**src/rtl/jtkiwi_shr_port_if.sv**
```systemverilog
// jtkiwi_shr_port_if: sub-CPU bus and shared-RAM request bundle for jtkiwi_shr_port.
//   master: sub CPU + main-side arbiter/RAM (drives cpu_cs/cpu_rnw/cpu_addr/cpu_dout, shr_grant/shr_dout)
//   slave : jtkiwi_shr_port (drives cpu_din/cpu_wait_n, shr_cs/shr_addr/shr_din/sub_rnw, timeout)
interface jtkiwi_shr_port_if #(parameter int AW = 13);
  logic          cpu_cs;
  logic          cpu_rnw;
  logic [AW-1:0] cpu_addr;
  logic [7:0]    cpu_dout;
  logic [7:0]    cpu_din;
  logic          cpu_wait_n;
  logic          shr_cs;
  logic [AW-1:0] shr_addr;
  logic [7:0]    shr_din;
  logic          sub_rnw;
  logic          shr_grant;
  logic [7:0]    shr_dout;
  logic          timeout;
  modport master (
    output cpu_cs, cpu_rnw, cpu_addr, cpu_dout, shr_grant, shr_dout,
    input  cpu_din, cpu_wait_n, shr_cs, shr_addr, shr_din, sub_rnw, timeout
  );
  modport slave (
    input  cpu_cs, cpu_rnw, cpu_addr, cpu_dout, shr_grant, shr_dout,
    output cpu_din, cpu_wait_n, shr_cs, shr_addr, shr_din, sub_rnw, timeout
  );
endinterface

```
**src/rtl/jtkiwi_shr_port.sv**
```systemverilog
// jtkiwi_shr_port: sub-CPU side of the shared comms RAM; latches a sub-CPU cycle into a request and stalls the CPU until served.
//   rst/clk : asynchronous active-high reset, system clock
//   bus     : jtkiwi_shr_port_if.slave (sub-CPU bus, shared-RAM request/grant/data, sticky timeout flag)
//   RD_LAT  : clocks from grant to valid shr_dout; TIMEOUT : REQ clocks before forced completion
//   JTKIWI_SHR_TIMEOUT_EN : when defined, REQ gives up after TIMEOUT clocks without grant
module jtkiwi_shr_port #(
  parameter int RD_LAT  = 1,
  parameter int TIMEOUT = 255
) (
  input logic rst,
  input logic clk,
  jtkiwi_shr_port_if.slave bus
);
  localparam int CW = $clog2(RD_LAT + 2);
  if (TIMEOUT < 1 || TIMEOUT > 511) $error("TIMEOUT out of range");
  typedef enum logic [1:0] {IDLE, REQ, ACCESS, DONE} state_t;
  state_t st, st_nx;
  logic [CW-1:0] cnt;
  logic tout, fire;
  // wait_n forced high during reset even if the CPU already drives cpu_cs
  assign bus.cpu_wait_n = rst | ~(bus.cpu_cs & (st != DONE));
  // forced completion: still requested, no grant, counter expired
  assign fire = (st == REQ) & bus.cpu_cs & ~bus.shr_grant & tout;
  always_comb begin
    st_nx = st;
    case (st)
      IDLE:    st_nx = bus.cpu_cs ? REQ : IDLE;
      REQ:     st_nx = !bus.cpu_cs ? IDLE : bus.shr_grant ? ACCESS : tout ? DONE : REQ;
      ACCESS:  st_nx = !bus.cpu_cs ? IDLE : cnt == '0 ? DONE : ACCESS;
      default: st_nx = bus.cpu_cs ? DONE : IDLE;
    endcase
  end
  always_ff @(posedge clk, posedge rst) begin
    if (rst) begin
      st           <= IDLE;
      cnt          <= '0;
      bus.shr_cs   <= 1'b0;
      bus.shr_addr <= '0;
      bus.shr_din  <= '0;
      bus.sub_rnw  <= 1'b1;
      bus.cpu_din  <= '0;
    end else begin
      st <= st_nx;
      if (st == IDLE && bus.cpu_cs) begin
        bus.shr_addr <= bus.cpu_addr;
        bus.shr_din  <= bus.cpu_dout;
        bus.sub_rnw  <= bus.cpu_rnw;
        bus.shr_cs   <= 1'b1;
      end
      if (st == REQ && bus.shr_grant) cnt <= CW'(RD_LAT);
      if (st == ACCESS && cnt != '0) cnt <= cnt - 1'b1;
      if (st == ACCESS && st_nx == DONE && bus.sub_rnw) bus.cpu_din <= bus.shr_dout;
      if (fire) bus.cpu_din <= 8'hFF;
      // release the RAM as soon as the access ends or is aborted
      if (st != IDLE && (st_nx == DONE || st_nx == IDLE)) bus.shr_cs <= 1'b0;
    end
  end
`ifdef JTKIWI_SHR_TIMEOUT_EN
  logic [8:0] tcnt;
  assign tout = tcnt == 9'(TIMEOUT - 1);
  always_ff @(posedge clk, posedge rst) begin
    if (rst) begin
      tcnt        <= '0;
      bus.timeout <= 1'b0;
    end else begin
      tcnt <= st == REQ ? tcnt + 1'b1 : '0;
      if (fire) bus.timeout <= 1'b1;
    end
  end
`else
  assign tout        = 1'b0;
  assign bus.timeout = 1'b0;
`endif
endmodule

```
**src/flat_wrapper.sv**
```systemverilog
// flat-port wrapper written by rule: the top's interface ports become plain ports
module jtkiwi_shr_port_flat 
#(
  parameter int RD_LAT  = 1,
  parameter int TIMEOUT = 255
)
  (rst, clk, bus_cpu_cs, bus_cpu_rnw, bus_cpu_addr, bus_cpu_dout, bus_shr_grant, bus_shr_dout, bus_cpu_din, bus_cpu_wait_n, bus_shr_cs, bus_shr_addr, bus_shr_din, bus_sub_rnw, bus_timeout);
  jtkiwi_shr_port_if #(.AW(13)) bus_i ();
  input logic rst;
  input logic clk;
  input wire logic [$bits(bus_i.cpu_cs)-1:0] bus_cpu_cs;
  input wire logic [$bits(bus_i.cpu_rnw)-1:0] bus_cpu_rnw;
  input wire logic [$bits(bus_i.cpu_addr)-1:0] bus_cpu_addr;
  input wire logic [$bits(bus_i.cpu_dout)-1:0] bus_cpu_dout;
  input wire logic [$bits(bus_i.shr_grant)-1:0] bus_shr_grant;
  input wire logic [$bits(bus_i.shr_dout)-1:0] bus_shr_dout;
  output wire logic [$bits(bus_i.cpu_din)-1:0] bus_cpu_din;
  output wire logic [$bits(bus_i.cpu_wait_n)-1:0] bus_cpu_wait_n;
  output wire logic [$bits(bus_i.shr_cs)-1:0] bus_shr_cs;
  output wire logic [$bits(bus_i.shr_addr)-1:0] bus_shr_addr;
  output wire logic [$bits(bus_i.shr_din)-1:0] bus_shr_din;
  output wire logic [$bits(bus_i.sub_rnw)-1:0] bus_sub_rnw;
  output wire logic [$bits(bus_i.timeout)-1:0] bus_timeout;
  assign bus_i.cpu_cs = bus_cpu_cs;
  assign bus_i.cpu_rnw = bus_cpu_rnw;
  assign bus_i.cpu_addr = bus_cpu_addr;
  assign bus_i.cpu_dout = bus_cpu_dout;
  assign bus_i.shr_grant = bus_shr_grant;
  assign bus_i.shr_dout = bus_shr_dout;
  assign bus_cpu_din = bus_i.cpu_din;
  assign bus_cpu_wait_n = bus_i.cpu_wait_n;
  assign bus_shr_cs = bus_i.shr_cs;
  assign bus_shr_addr = bus_i.shr_addr;
  assign bus_shr_din = bus_i.shr_din;
  assign bus_sub_rnw = bus_i.sub_rnw;
  assign bus_timeout = bus_i.timeout;
  jtkiwi_shr_port #(.RD_LAT(RD_LAT), .TIMEOUT(TIMEOUT)) u_core (.rst(rst), .clk(clk), .bus(bus_i));
endmodule
```
**config.mk**
```make
export PLATFORM = sky130hd
export DESIGN_NAME = jtkiwi_shr_port_flat
export DESIGN_NICKNAME = d
export VERILOG_FILES = /design/src/rtl/jtkiwi_shr_port_if.sv /design/src/rtl/jtkiwi_shr_port.sv /design/src/flat_wrapper.sv
export SDC_FILE = /design/constraint.sdc
export NUM_CORES = 1
export LEC_CHECK = 0
export CAP_MARGIN = 20
export CORE_MARGIN = 2
export CORE_UTILIZATION = 44
export CTS_CLUSTER_DIAMETER = 50
export DETAILED_ROUTE_END_ITERATION = 16
export PLACE_DENSITY = 0.82
export SYNTH_ARGS = -nofsm -noshare
export SYNTH_HDL_FRONTEND = slang
export SYNTH_SLANG_ARGS = --single-unit
```
**constraint.sdc**
```tcl
create_clock -name clk -period 3.3 [get_ports clk]
set_clock_uncertainty 0.05 [all_clocks]
set_input_delay 0.33 -clock clk [delete_from_list [all_inputs] [get_ports clk]]
set_output_delay 0.33 -clock clk [all_outputs]
set_load 0.02 [all_outputs]
```
==> key figures <==
Clock network
  – Clock root buffer: clkbuf_4
  – Maximum buffer depth of the clock tree: 2
  – Clock sink count: 35
  – Num CTS Buffers: 5
  – CTS clock-pin slew for the worst setup and hold paths: around 100 ps
  – CTS tree: yes
  – Post-cts resize count: 0
  – # hold bufs at CTS: 0
  – H-tree depth: 2
  – Post-CTS Setup Inserts: 0
  – Worst-Skew Late Latency: roughly 340 ps

Worst setup path
  – WP data required: 3480 ps
  – CP arrival: 2320 ps
  – WS Path Type: reg2reg
  – Endpoint type of the worst setup path: flop
  – R2R Setup Slk: 1160 ps
  – Startpoint Class: flop
  – Crit Path Max Fanout: 8

Timing
  – Setup_tns: 0 ps
  – RSZ-0062 raised after global routing: false
  – Worst hold slack: ~390 ps
  – Fin crit share: 64.7%
  – FMAX: ~470 MHz
  – Worst slew margin: ~63%
  – Max-slew violations: 0
  – Final setup vio count: 0
  – Final Hold Vio Count: 0
  – Worst slew pin tran: ~560 ps
  – Post-route minimum period: between 2000 and 2500 ps

Yosys
  – Post-synth EDFFs: 0
  – Warning count from the yosys run: 0
  – Post-synthesis net count: around 130
  – Synth top cells by count: dfrtp_1 (34), mux2_2 (28), nor2_1 (6)
  – Synth Flop Type: dfrtp_1
  – Distinct cells, synth: 21
  – Synth area leader: dfrtp_1
  – Flops & latches, synth: 35
  – Synth top area cells: dfrtp_1 (59%), mux2_2 (22%), buf_6 (2.3%)
  – Cell Area, Synth: around 1500 um^2
  – Ys async rst share: 100%
  – Post-Synthesis Mean Instance Area: around 15 um^2
  – Post-synth top area share: roughly three fifths
  – Seq/Total Area, Yosys: roughly three fifths
  – Most common cell in the netlist: dfrtp_1
  – Synthesized instance count: ~100

Routing
  – DRT iter0 DRCs: 27
  – 1st-pass router iterations: 3
  – Routed Antenna Nets: 0
  – Vias: roughly 1,000
  – Vias per cell: 4.78
  – Wire per inst: between 10 and 15 um
  – Final wirelength: 3010 um
  – Drc violations: 0

GRT
  – Overflow after GRT: 0
  – Vias in the first global route: around 1,100
  – Gr usage total: around a fifth
  – Busiest metal layer after global routing: met2
  – GRT met1 Usage: 20.7%
  – First-pass GRT wire length: between 4000 and 5000 um
  – GRT met3 Usage: 9.87%
  – M2 GR Usage: between 30% and 40%
  – Initial antenna violation count: 0
  – Largest net degree at the start of global routing: 36

Power and ir drop
  – Pwr per Cell Area: 575 nW/um^2
  – Pwr Total: between 1 and 1.5 mW
  – Leak: between 0.9 and 1 nW
  – Maximum vdd drop: 444 uV

Run
  – Max-cap violation count: 0

Cells and area
  – N_diodes: 0
  – Layout Nets: between 200 and 250
  – Proportion of layout cells with a drive suffix above 1: a little under a quarter
  – Area Growth Syn to Fin: 50.7%
  – Fill count: 252

Placed design
  – GPL Wtd Cong: about 0.7
  – HPWL Detailed: about 2300 um
  – IO buf count: 65

Hold path
  – Worst hold path type: in2async

Floorplan
  – Die area: approximately 3800 um^2
  – Die Wd: around 61 um
  – I/O pin count: 67
  – Rows: 20
  – Core footprint: ~3100 um^2
  – Initial Util: between 40 and 50%
  – DIE HEIGHT: between 60 and 70 um

Status
  – Status: complete, no violations
[stage by stage]
stage	instance area, um^2	util, %	instances	setup slack (ps)
finish	2190	70.4	212	1160
floorplan	1450	-	98	1390
CTS	2190	70.4	212	1150
global route	2190	70.4	212	987
detailed placement	2120	68.4	204	1040
global placement	2120	68.4	204	1110
[flip-flops by register name, summed over array words and instances, names as in the netlist]
signal	cells
u_core.bus.cpu_din	8
u_core.bus.shr_din	8
u_core.bus.sub_rnw	1
u_core.bus.shr_addr	13
u_core.cnt	2
u_core.bus.shr_cs	1
u_core.st	2
[cell families after synthesis]
logic type / Yosys count / share of synthesized area (%)
buffers and inverters: 8 / 4.14
DFF: 35 / 60.5
muxes: 32 / 24.7
adders and majority gates: 2 / 1.73
AOI/OAI and AO/OA: 3 / 1.04
other: 1 / 0.259
and+or+nand+nor: 17 / 7.68
[routing by layer]
metal  up-vias  wire length [um]
met5         -                 0
met4         0                21
met3         4               413
met2        57              1470
met1       481              1100
li1        472                 -
[power by group]
part	leakage, nW	total [mW]	switching [mW]	internal [mW]
registers	0.426	0.566	0.0507	0.516
clock network	0.0355	0.248	0.143	0.106
logic	0.484	0.441	0.195	0.246
total	0.946	1.26	0.388	0.868
[placed cells by master, fill, tap and decap left out, types with 2 or more instances in the layout]
| cell | count |
|---|---|
| mux2_2 | 28 |
| nor2_1 | 6 |
| ha_1 | 2 |
| nor2b_1 | 3 |
| buf_4 | 2 |
| o21ai_0 | 2 |
| dfrtp_1 | 34 |
| clkdlybuf4s50_1 | 65 |
| nand2_1 | 2 |
| mux2_1 | 2 |
| inv_1 | 3 |
| mux2i_1 | 2 |
| clkbuf_4 | 5 |
[critical path: stages, from the launching register on]
cell	delay [ps]
dfrtp_1	410
inv_1	60
ha_1	210
nor2b_1	240
mux2i_1	110
and2_1	180
ha_1	190
nand4b_2	220
mux2_2	360
[final cells by class]
type                    count  area (um^2)  area share, %
inverters                   3         11.3          0.515
repair buffers             67          666           30.5
multi-input cells          55          513           23.5
clock inverters             1         8.76          0.401
clock buffers               7         55.1           2.52
well taps                  44         55.1           2.52
flip-flops and latches     35          877           40.1
[final timing paths]
kind                                                    from                                 to  depth (start not counted)
max                                u_core.cnt[0]$_DFFE_PP0P_  u_core.bus.cpu_din[1]$_DFFE_PP0P_                          8
min                                                      rst  u_core.bus.shr_din[0]$_DFFE_PP0P_                          3
max reg2reg                        u_core.cnt[0]$_DFFE_PP0P_  u_core.bus.cpu_din[1]$_DFFE_PP0P_                          8
min reg2reg                u_core.bus.shr_din[0]$_DFFE_PP0P_  u_core.bus.shr_din[0]$_DFFE_PP0P_                          1
max in group asynchronous                                rst     u_core.bus.sub_rnw$_DFFE_PP1P_                          3
min in group clk           u_core.bus.shr_din[0]$_DFFE_PP0P_  u_core.bus.shr_din[0]$_DFFE_PP0P_                          1
(Power assumes the default switching activity.)
